--- src/rtl/skyhop_timer_pkg.sv ---
// Shared definitions for the SkyHop round countdown timer.
package skyhop_timer_pkg;

    typedef enum logic [1:0] {
        ST_IDLE    = 2'd0,
        ST_RUN     = 2'd1,
        ST_PAUSED  = 2'd2,
        ST_EXPIRED = 2'd3
    } timer_state_t;

    localparam int MAX_SECONDS = 99;
    localparam int BCD_W       = 4;

    // Clamp an 8-bit intermediate count to the displayable range.
    function automatic logic [6:0] sat_to_max(input logic [7:0] value);
        if (value > 8'(MAX_SECONDS))
            return 7'(MAX_SECONDS);
        return value[6:0];
    endfunction

endpackage

--- src/rtl/bin2bcd_99.sv ---
// Combinational 7-bit binary (0..99) to two-digit BCD converter.
module bin2bcd_99
    import skyhop_timer_pkg::*;
(
    input  logic [6:0]       i_bin,
    output logic [BCD_W-1:0] o_tens,
    output logic [BCD_W-1:0] o_ones
);

    logic [BCD_W-1:0] w_tens;

    // Compare ladder instead of a divider: the highest threshold reached gives the tens digit.
    always_comb begin
        w_tens = '0;
        for (int k = 1; k <= 9; k++) begin
            if (i_bin >= 7'(k * 10))
                w_tens = BCD_W'(k);
        end
    end

    assign o_tens = w_tens;
    assign o_ones = BCD_W'(i_bin - 7'(w_tens) * 7'd10);

endmodule

--- src/rtl/game_countdown_timer.sv ---
// SkyHop round countdown timer: counts seconds down to zero with start/pause/bonus
// control, BCD readout, low-time warning and a single-cycle expiry pulse.
module game_countdown_timer #(
    parameter int START_SECONDS = 60,
    parameter int BONUS_SECONDS = 5,
    parameter int WARN_SECONDS  = 10
) (
    input  logic       clk,
    input  logic       rst,
    input  logic       one_sec_tick,
    input  logic       start,
    input  logic       pause,
    input  logic       add_bonus,
    output logic [3:0] time_tens,
    output logic [3:0] time_ones,
    output logic       running,
    output logic       warning,
    output logic       time_up
);
    import skyhop_timer_pkg::*;

    // state      | meaning
    // ST_IDLE    | count held at START_SECONDS, waiting for start
    // ST_RUN     | counting down on each tick, bonus accepted
    // ST_PAUSED  | ticks ignored, bonus accepted, pause resumes
    // ST_EXPIRED | count is zero, waiting for start

    localparam logic [6:0] START_7 = 7'(START_SECONDS);
    localparam logic [7:0] BONUS_8 = 8'(BONUS_SECONDS);
    localparam logic [6:0] WARN_7  = 7'(WARN_SECONDS);

    timer_state_t r_state;
    timer_state_t w_next_state;
    logic [6:0]   r_count;
    logic [6:0]   w_next_count;
    logic         r_running;
    logic         r_warning;
    logic         r_time_up;
    logic         w_next_running;
    logic         w_next_warning;
    logic         w_next_time_up;
    logic [7:0]   w_bonus_add;
    logic [6:0]   w_run_count;
    logic [6:0]   w_pause_count;

    always_ff @(posedge clk or posedge rst) begin
        if (rst) begin
            r_state   <= ST_IDLE;
            r_count   <= START_7;
            r_running <= 1'b0;
            r_warning <= 1'b0;
            r_time_up <= 1'b0;
        end else begin
            r_state   <= w_next_state;
            r_count   <= w_next_count;
            r_running <= w_next_running;
            r_warning <= w_next_warning;
            r_time_up <= w_next_time_up;
        end
    end

    // Tick and bonus are combined in 8 bits before clamping so 99 - 1 + bonus saturates correctly.
    always_comb begin
        w_bonus_add   = add_bonus ? BONUS_8 : 8'd0;
        w_run_count   = sat_to_max({1'b0, r_count} - {7'd0, one_sec_tick} + w_bonus_add);
        w_pause_count = sat_to_max({1'b0, r_count} + w_bonus_add);
    end

    always_comb begin
        w_next_state   = r_state;
        w_next_count   = r_count;
        w_next_time_up = 1'b0;

        if (start) begin
            w_next_state = ST_RUN;
            w_next_count = START_7;
        end else begin
            unique case (r_state)
                ST_RUN: begin
                    w_next_count = w_run_count;
                    if (w_run_count == 7'd0) begin
                        w_next_state   = ST_EXPIRED;
                        w_next_time_up = 1'b1;
                    end else if (pause) begin
                        w_next_state = ST_PAUSED;
                    end
                end
                ST_PAUSED: begin
                    w_next_count = w_pause_count;
                    if (pause)
                        w_next_state = ST_RUN;
                end
                ST_EXPIRED: w_next_count = 7'd0;
                default:    w_next_count = START_7;
            endcase
        end

        w_next_running = (w_next_state == ST_RUN);
        w_next_warning = ((w_next_state == ST_RUN) || (w_next_state == ST_PAUSED)) &&
                         (w_next_count != 7'd0) && (w_next_count <= WARN_7);
    end

    bin2bcd_99 u_bin2bcd (
        .i_bin  (r_count),
        .o_tens (time_tens),
        .o_ones (time_ones)
    );

    assign running = r_running;
    assign warning = r_warning;
    assign time_up = r_time_up;

endmodule

--- config.mk ---
export PLATFORM = sky130hd
export DESIGN_NAME = game_countdown_timer
export DESIGN_NICKNAME = d
export VERILOG_FILES = /design/src/rtl/skyhop_timer_pkg.sv /design/src/rtl/bin2bcd_99.sv /design/src/rtl/game_countdown_timer.sv
export SDC_FILE = /design/constraint.sdc
export NUM_CORES = 1
export LEC_CHECK = 0
export ABC_AREA = 1
export ABC_CLOCK_PERIOD_IN_PS = 8500
export CAP_MARGIN = 30
export CORE_MARGIN = 8
export CORE_UTILIZATION = 65
export DETAILED_ROUTE_END_ITERATION = 12
export DONT_BUFFER_PORTS = 1
export HOLD_SLACK_MARGIN = 0.12
export PLACE_DENSITY = 0.92
export SYNTH_ARGS = -nofsm -noshare
export SYNTH_HDL_FRONTEND = slang
export SYNTH_HIERARCHICAL = 1
export SYNTH_SLANG_ARGS = --single-unit
--- constraint.sdc ---
create_clock -name clk -period 8.5 [get_ports clk]
set_clock_uncertainty 0.15 [all_clocks]
set_input_delay 2.55 -clock clk [delete_from_list [all_inputs] [get_ports clk]]
set_output_delay 2.55 -clock clk [all_outputs]
set_load 0.01 [all_outputs]
==> results of run 1 <==
-- sequential cells by signal, indices dropped and copies added (netlist names) --
signal,count
r_count,7
running,1
r_state,2
warning,1
time_up,1
-- worst paths after layout --
check                                to  slack, ps  depth (start not counted)
min in group asynchronous       time_up       2010                          1
hold reg to reg              r_state[0]        470                          2
setup reg to reg                warning       5000                         26
setup / recovery           time_ones[3]       3080                         14
hold / removal               r_state[0]        470                          2
max in group asynchronous    r_count[4]       5860                          1
-- Yosys cell counts --
cell type / count
inv_2: 7
o21ai_0: 5
buf_4: 1
nand3_2: 3
nand2_4: 1
fa_1: 2
xnor2_1: 3
nor3_1: 2
a21o_1: 1
nor2_4: 1
nand2_1: 76
nor2_2: 2
nor2_1: 21
a31oi_1: 1
nand3_1: 31
a21oi_1: 6
clkbuf_1: 1
ha_1: 21
inv_1: 49
a21boi_2: 1
xor2_2: 1
dfstp_2: 4
o21ai_4: 1
o21ai_2: 1
nand4_1: 1
nand3b_1: 1
o21ai_1: 2
nand2_2: 12
a21oi_2: 2
dfrtp_1: 8
-- metal layers --
metal	track usage	vias up	part of all wire
met4	0.0836	0	0.025
met1	0.196	711	0.42
li1	-	830	-
met2	0.320	57	0.49
met5	0	-	0
met3	0.0470	14	0.067
-- worst register-to-register path, delay by kind of cell, from the launching register on --
kind | cells | cell delay [ps]
fa+ha+maj | 3 | 970
flops | 1 | 620
buf+inv | 4 | 280
simple gates | 19 | 1410
-- kinds of logic after synthesis --
group / synth area share
AND/OR/NAND/NOR: 0.405
XOR/XNOR: 0.0252
adder cells (fa/ha/maj): 0.179
AO/OA/AOI/OAI: 0.0786
buffers and inverters: 0.131
flip-flops: 0.181
-- final cells by class --
class                      count  share of cell area
clock buffer                   4              0.0207
multi-input combinational    198               0.663
inverter                      56               0.120
sequential                    12               0.174
tap                           30              0.0214
-- per-stage QoR --
| step | worst slack, ps | hold WS (ps) | cell area [µm²] |
|---|---|---|---|
| 6_report | 3080 | 471 | 1750 |
| 5_1_grt | 2790 | 520 | 1750 |
| 4_1_cts | 3080 | 476 | 1750 |
| 3_5_place_dp | 3080 | 443 | 1710 |
| 3_3_place_gp | 3170 | 448 | 1710 |
| 2_1_floorplan | 3280 | 396 | 1690 |
==> summary.md, run 1 <==
| Metric | Value |
|---|---|
| Post-route ant nets | `0` |
| Clk root buf | `clkbuf_4` |
| Post-synth cell types | `30` |
| Clock transition at path regs | `70 ps` |
| Top Family by Delay on Critical Path | `flip-flops` |
| Routed wire length | `3.77 mm` |
| Num ports | `17` |
| Hold_buf cts | `0` |
| Crit-path slowest cell | `dfstp_2` |
| Total gr overflow | `0` |
| RePlAce Congestion | `0.916` |
| CTS tree | `yes` |
| Routed wire per std cell | `12.6 µm` |
| CP arrival | `2720 ps` |
| Syn avg cell area | `6.30 µm²` |
| Iteration-0 DRC Markers | `104` |
| Worst-case clock buffer depth | `2` |
| Crit-path cells | `nand2_1 > o21ai_1 > o21ai_1 > nand2_1 > nand2_1 > nand2_2 > nand2_2 > ha_1 > fa_1 > xnor2_1 > inv_1 > nand2_1 > nand2_1 > inv_1` |
| Fraction of layout cells with a size suffix above 1 | `0.148` |
| Post-synthesis sequential area ratio | `0.181` |
| Worst Setup End Kind | `primary output` |
| Worst Hold Class | `reg2reg` |
| Max_cap viols | `0` |
| Nature of the critical path startpoint | `register` |
| Post-Syn Instances | `268` |
| Fmax | `184 MHz` |
| CTS buffer count | `3` |
| Period utilisation layout | `0.638` |
| Fillers | `219` |
| Fin nets | `300` |
| Share of the synthesized area in the top cell type | `0.169` |
| Die X-Extent | `67.0 µm` |
| Worst rel slew slack | `0.706` |
| H-Tree Depth | `1` |
| Syn-to-layout area delta | `3.71%` |
| Util after Layout | `0.707` |
| Cell mode on critical path | `nand2_1` |
| Commonest non-fill, non-tap cells in the layout | `76 x nand2_1, 49 x inv_1, 31 x nand3_1` |
| Slew Limit Fails | `0` |
| Final Setup Violations | `0` |
| Initial antenna violation count | `0` |
| Max incr delay on CP | `640 ps` |
| Run status | `finished, final reports clean` |
| DR vias | `1,612` |
| TNS Setup | `0 ps` |
| Largest net degree at the start of global routing | `13` |
| Count of final hold-check violations | `0` |
| Post-Layout Cell Count | `300` |
| Port-buffer cells | `0` |
| Post-DP HPWL | `3.08 mm` |
| CTS resizes | `0` |
| Synth Register Bits | `12` |
| Full die area | `4480 µm²` |
| Flip-flop and latch area | `305 µm²` |
| Crit path from | `r_count[3]` |
| TritonRoute pass-1 iters | `4` |
| Core area | `2480 µm²` |
| Area leader, netlist | `nand2_1` |
| RSZ-0062 raised after global routing | `false` |
| Worst skew pair latency | `270 ps` |
| Drt drc | `0` |
| Post-Place Cells | `296` |
| Row cnt | `18` |
| Vias per cell | `5.37` |
| Initial Util | `0.681` |
| Measured slew at the worst slew-check pin | `441 ps` |
| Req. time, crit path | `5800 ps` |
| Syn nets | `297` |
| Vias in the first global route | `1,559` |
| Area contributors post-synth | `nand2_1 17%, ha_1 16%, dfrtp_1 12%, inv_1 11%, nand3_1 9.2%` |
| WS Path Type | `reg2out` |
| Multi-input logic area | `1160 µm²` |
| Die height | `67.0 µm` |
| Crit-path max FO | `9` |
| First-pass GRT wire length | `6.53 mm` |
| Most common cell after layout, fill and taps aside | `nand2_1` |
| Bufs and invs on worst path | `2` |
| Setup Fix Bufs, Post-CTS | `0` |
| Clock Sinks | `12` |
| Worst hold start | `r_state[0]` |
| R2R Path Start | `r_count[2]` |
| YS warnings | `6` |
| Min Clock Period, post-route | `5420 ps` |
| Inserted Diodes | `0` |
| GRT Total Usage | `0.181` |
| Syn Std Cell Area | `1690 µm²` |
Power of run 1 is left out: the tool's default activity adds up to more than one toggle a clock period on the data nets, which glitch-free logic cannot reach.
==> run 2, diff against run 1 <==
--- a/config.mk
+++ b/config.mk
@@ -6,14 +6,14 @@
 export NUM_CORES = 1
 export LEC_CHECK = 0
 export ABC_AREA = 1
-export ABC_CLOCK_PERIOD_IN_PS = 8500
+export ABC_CLOCK_PERIOD_IN_PS = 5440
 export CAP_MARGIN = 30
 export CORE_MARGIN = 8
-export CORE_UTILIZATION = 65
+export CORE_UTILIZATION = 64
 export DETAILED_ROUTE_END_ITERATION = 12
 export DONT_BUFFER_PORTS = 1
 export HOLD_SLACK_MARGIN = 0.12
-export PLACE_DENSITY = 0.92
+export PLACE_DENSITY = 0.91
 export SYNTH_ARGS = -nofsm -noshare
 export SYNTH_HDL_FRONTEND = slang
 export SYNTH_HIERARCHICAL = 1
==> constraint.sdc (replaced) <==
create_clock -name clk -period 5.44 [get_ports clk]
set_clock_uncertainty 0.15 [all_clocks]
set_input_delay 1.632 -clock clk [delete_from_list [all_inputs] [get_ports clk]]
set_output_delay 1.632 -clock clk [all_outputs]
set_load 0.01 [all_outputs]
==> run 2 against run 1 <==
Compared with the run above: global-route usage shrank 0.37 points; first-iteration DRC count up 38%; non-clock buffer count unchanged; flip-flop and latch count unchanged; utilization down 0.64 points; critical path depth stayed put; count of clock-buffer cells in the layout unchanged; die area up 1.2%; design area unchanged; final cell count unchanged; hold slack better by 13 ps; via count decreased by 0.74%.
==> summary.md, run 2 (same netlist as run 1, synthesis figures left out) <==
| Metric | Value |
|---|---|
| Run status | `finished, final reports clean` |
| Post-Layout Cell Count | `300` |
| Fillers | `205` |
| Req. time, crit path | `3660 ps` |
| Most flop-heavy register | `r_count` |
| Routed wire length | `3.62 mm` |
| Hold depth | `2` |
| TritonRoute pass-1 iters | `4` |
| Iteration-0 DRC Markers | `143` |
| Inserted Diodes | `0` |
| Max_cap viols | `0` |
| Post-Place Cells | `296` |
| Worst rel slew slack | `0.712` |
| Worst slack at placement | `876 ps` |
| CTS resizes | `0` |
| Syn-to-layout area delta | `3.71%` |
| CP arrival | `2770 ps` |
| Post-DP HPWL | `3.04 mm` |
| Die height | `67.4 µm` |
| Multi-input logic area | `1160 µm²` |
| Post-route ant nets | `0` |
| Clock Sinks | `12` |
| Full die area | `4540 µm²` |
| Die X-Extent | `67.4 µm` |
| GRT Total Usage | `0.177` |
| Vias in the first global route | `1,550` |
| RSZ-0062 raised after global routing | `false` |
| Largest net degree at the start of global routing | `13` |
| Slew Limit Fails | `0` |
| Min Clock Period, post-route | `4550 ps` |
| Worst hold slack | `484 ps` |
| Vias per cell | `5.33` |
| Most common cell after layout, fill and taps aside | `nand2_1` |
| Fin nets | `300` |
| Crit-path max FO | `9` |
| Fraction of layout cells with a size suffix above 1 | `0.148` |
| Period utilisation layout | `0.836` |
| Row cnt | `18` |
| Clock transition at path regs | `80 ps` |
| Hold_buf cts | `0` |
| Largest register FFs | `7` |
| Initial antenna violation count | `0` |
| Worst skew pair latency | `270 ps` |
| Commonest non-fill, non-tap cells in the layout | `76 x nand2_1, 49 x inv_1, 31 x nand3_1` |
| Initial Util | `0.675` |
| Nature of the critical path startpoint | `register` |
| Count of final hold-check violations | `0` |
| H-Tree Depth | `1` |
| Final WS setup | `891 ps` |
| RePlAce Congestion | `0.909` |
| Num ports | `17` |
| Setup Fix Bufs, Post-CTS | `0` |
| Measured slew at the worst slew-check pin | `432 ps` |
| WS Path Type | `reg2out` |
| Flip-flop and latch area | `305 µm²` |
| Biggest regs | `r_count x7, r_state x2` |
| Clk root buf | `clkbuf_4` |
| Core area | `2500 µm²` |
| Worst Setup End Kind | `primary output` |
| Fmax | `220 MHz` |
| Final Setup Violations | `0` |
| Port-buffer cells | `0` |
| CTS tree | `yes` |
| DR vias | `1,600` |
| CTS buffer count | `3` |
| TNS Setup | `0 ps` |
| First-pass GRT wire length | `6.50 mm` |
| R2R cell count | `25` |
| Drt drc | `0` |
| Routed wire per std cell | `12.1 µm` |
| Worst-case clock buffer depth | `2` |
| Total gr overflow | `0` |
| Worst Hold Class | `reg2reg` |
[run 2: cell counts in the layout (fill, tap and decap cells not counted)]
Identical to the previous run, type by type.
[run 2: path summary, 6_finish.rpt]
check / startpoint / to / slack, ps
min in group asynchronous: rst / time_up / 1090
min: r_state[0] / r_state[0] / 480
max: r_count[3] / time_ones[3] / 890
max reg2reg: r_count[0] / warning / 1920
min reg2reg: r_state[0] / r_state[0] / 480
max in group asynchronous: rst / r_count[4] / 3720
[run 2: final cells by class]
cell class	instances	share of cell area
Clock buffer	4	0.0207
Inverter	56	0.120
Multi-Input combinational cell	198	0.663
Sequential cell	12	0.174
Tap cell	30	0.0214
[run 2: metrics by stage]
step           area [µm²]  utilization
5_1_grt              1750        0.700
4_1_cts              1750        0.700
3_3_place_gp         1710        0.686
6_report             1750        0.700
2_1_floorplan        1690            -
3_5_place_dp         1710        0.686
[run 2: worst max-delay path: stages (launching register included)]
cell	delay [ps]
dfstp_2	650
nand2_1	130
o21ai_1	190
o21ai_1	110
nand2_1	90
nand2_1	60
nand2_2	70
nand2_2	90
ha_1	210
fa_1	390
xnor2_1	220
inv_1	80
nand2_1	70
nand2_1	50
inv_1	90
[run 2: layer usage]
metal	up-vias	routed length [µm]	track usage
li1	835	-	-
met5	-	0	0
met2	42	1750	0.312
met3	4	225	0.0546
met4	0	54	0.0574
met1	719	1590	0.200
Power of run 2 is left out for the same reason.
==> run 3, diff against run 2 <==
--- a/config.mk
+++ b/config.mk
@@ -6,14 +6,14 @@
 export NUM_CORES = 1
 export LEC_CHECK = 0
 export ABC_AREA = 1
-export ABC_CLOCK_PERIOD_IN_PS = 5440
+export ABC_CLOCK_PERIOD_IN_PS = 3700
 export CAP_MARGIN = 30
 export CORE_MARGIN = 8
-export CORE_UTILIZATION = 64
+export CORE_UTILIZATION = 58
 export DETAILED_ROUTE_END_ITERATION = 12
 export DONT_BUFFER_PORTS = 1
 export HOLD_SLACK_MARGIN = 0.12
-export PLACE_DENSITY = 0.91
+export PLACE_DENSITY = 0.87
 export SYNTH_ARGS = -nofsm -noshare
 export SYNTH_HDL_FRONTEND = slang
 export SYNTH_HIERARCHICAL = 1
==> constraint.sdc (replaced) <==
create_clock -name clk -period 3.7 [get_ports clk]
set_clock_uncertainty 0.15 [all_clocks]
set_input_delay 1.11 -clock clk [delete_from_list [all_inputs] [get_ports clk]]
set_output_delay 1.11 -clock clk [all_outputs]
set_load 0.01 [all_outputs]
==> run 3 against run 2 <==
Compared with the run above: the flow now finishes with violations (negative setup slack); worst setup slack got worse by 920 ps; non-clock buffer count grew 20; via count up 7.1%; critical endpoint unchanged; largest cell class unchanged; highest routed layer unchanged.
==> summary.md, run 3 (same netlist as run 1, synthesis figures left out) <==
| Metric | Value |
|---|---|
| Run status | `finished with violations` |
| Failing checks | `negative setup slack` |
| Final Setup Violations | `1` |
| Reg2reg end | `warning` |
| Core area | `2760 µm²` |
| Final WS setup | `-33.0 ps` |
| Largest net degree at the start of global routing | `13` |
| Inserted Diodes | `0` |
| Vias in the first global route | `1,733` |
| Worst skew pair latency | `280 ps` |
| First-pass GRT wire length | `7.36 mm` |
| Post-Layout Cell Count | `321` |
| Period utilisation layout | `1.01` |
| CTS buffer count | `3` |
| Crit-path max FO | `3` |
| WS Path Type | `reg2out` |
| DR vias | `1,713` |
| Largest register FFs | `7` |
| R2R setup slack | `270 ps` |
| Full die area | `4890 µm²` |
| Iteration-0 DRC Markers | `177` |
| Row cnt | `19` |
| Nature of the critical path startpoint | `register` |
| Worst rel slew slack | `0.713` |
| Syn-to-layout area delta | `19.6%` |
| Fraction of layout cells with a size suffix above 1 | `0.286` |
| Slew Limit Fails | `0` |
| CTS tree | `yes` |
| R2R cell count | `24` |
| Req. time, crit path | `2440 ps` |
| Worst Hold Class | `reg2reg` |
| Hold_buf cts | `0` |
| Drt drc | `0` |
| Initial Util | `0.612` |
| Post-route ant nets | `0` |
| Count of final hold-check violations | `0` |
| Min Clock Period, post-route | `3730 ps` |
| Vias per cell | `5.34` |
| R2R Path Start | `r_count[2]` |
| Fin nets | `320` |
| Measured slew at the worst slew-check pin | `430 ps` |
| Fmax | `268 MHz` |
| Post-DP HPWL | `3.15 mm` |
| Num ports | `17` |
| CP arrival | `2470 ps` |
| Routed wire length | `4.19 mm` |
| Clk root buf | `clkbuf_4` |
| Worst Setup End Kind | `primary output` |
| Total gr overflow | `0` |
| Routed wire per std cell | `13.1 µm` |
| Port-buffer cells | `0` |
| TritonRoute pass-1 iters | `4` |
| Post-Place Cells | `312` |
| Biggest regs | `r_count x7, r_state x2` |
| Clock Sinks | `12` |
| Clock transition at path regs | `70 ps` |
| H-Tree Depth | `1` |
| Final instance area | `2020 µm²` |
| Placed cell area | `1860 µm²` |
| Most flop-heavy register | `r_count` |
| Commonest non-fill, non-tap cells in the layout | `70 x nand2_1, 46 x inv_1, 27 x nand3_1` |
| Hold depth | `4` |
| Most common cell after layout, fill and taps aside | `nand2_1` |
| Worst hold start | `r_state[1]` |
| Die height | `69.9 µm` |
| RePlAce Congestion | `0.863` |
| RSZ-0062 raised after global routing | `true` |
| GRT Total Usage | `0.176` |
| Worst-case clock buffer depth | `2` |
| Min-Delay Endpoint | `r_state[1]` |
| Max_cap viols | `0` |
| Die X-Extent | `69.9 µm` |
| Initial antenna violation count | `0` |
-- run 3: cell count changes in the layout (fill, tap and decap cells not counted), moves of 3 or more --
cell / before / now
inv_1: 49 / 46
nand2_2: 12 / 17
ha_4: 0 / 4
buf_4: 0 / 19
nand2_1: 76 / 70
nand3_2: 3 / 7
ha_1: 21 / 17
nand3_1: 31 / 27
inv_2: 7 / 10
-- run 3: worst max-delay path by stage --
stage / start / slack, ps / cells past startpoint / to
after CTS: r_count[4] / 10 / 18 / time_ones[3]
after floorplan: one_sec_tick / 20 / 24 / warning
after global routing: r_count[2] / -280 / 18 / time_ones[3]
after global placement: one_sec_tick / -40 / 24 / warning
after detailed placement: one_sec_tick / -130 / 24 / warning
final: r_count[3] / -30 / 14 / time_ones[3]
-- run 3: stage by stage --
stage	hold WS (ps)	TNS, ps	setup WS (ps)	util
floorplan	394	0	19.6	-
global placement	500	-40.7	-40.7	0.675
detailed placement	515	-130	-130	0.675
CTS	541	0	10.2	0.711
global route	580	-369	-281	0.732
finish	542	-33.0	-33.0	0.732
-- run 3: layout make-up --
class | count | area, µm²
fillers | 215 | 738
clock buffers | 4 | 36.3
multi-input cells | 198 | 1270
flip-flops and latches | 12 | 305
inverters | 56 | 210
well taps | 31 | 38.8
repair buffers | 20 | 154
-- run 3: critical path: stages (launching register included) --
cell	delay [ps]
dfstp_2	570
nand2_1	90
o21ai_1	160
o21ai_1	110
nand2_1	80
nand2_1	60
nand2_2	90
nand2_4	80
ha_4	170
fa_2	350
xnor2_2	180
inv_1	90
nand2_1	70
nand2_1	60
inv_2	70
-- run 3: timing repair --
item | in CTS | in global routing
endpoints found under the setup margin | 1 | 3
pin swaps | 1 | 7
gates resized for setup | 6 | 16
buffers inserted | 5 | 0
-- run 3: per-layer routing --
metal	wire [µm]	track usage
met5	0	0
met3	249	0.0438
met1	1740	0.192
met2	2070	0.314
met4	136	0.0714
Power of run 3 is left out for the same reason.
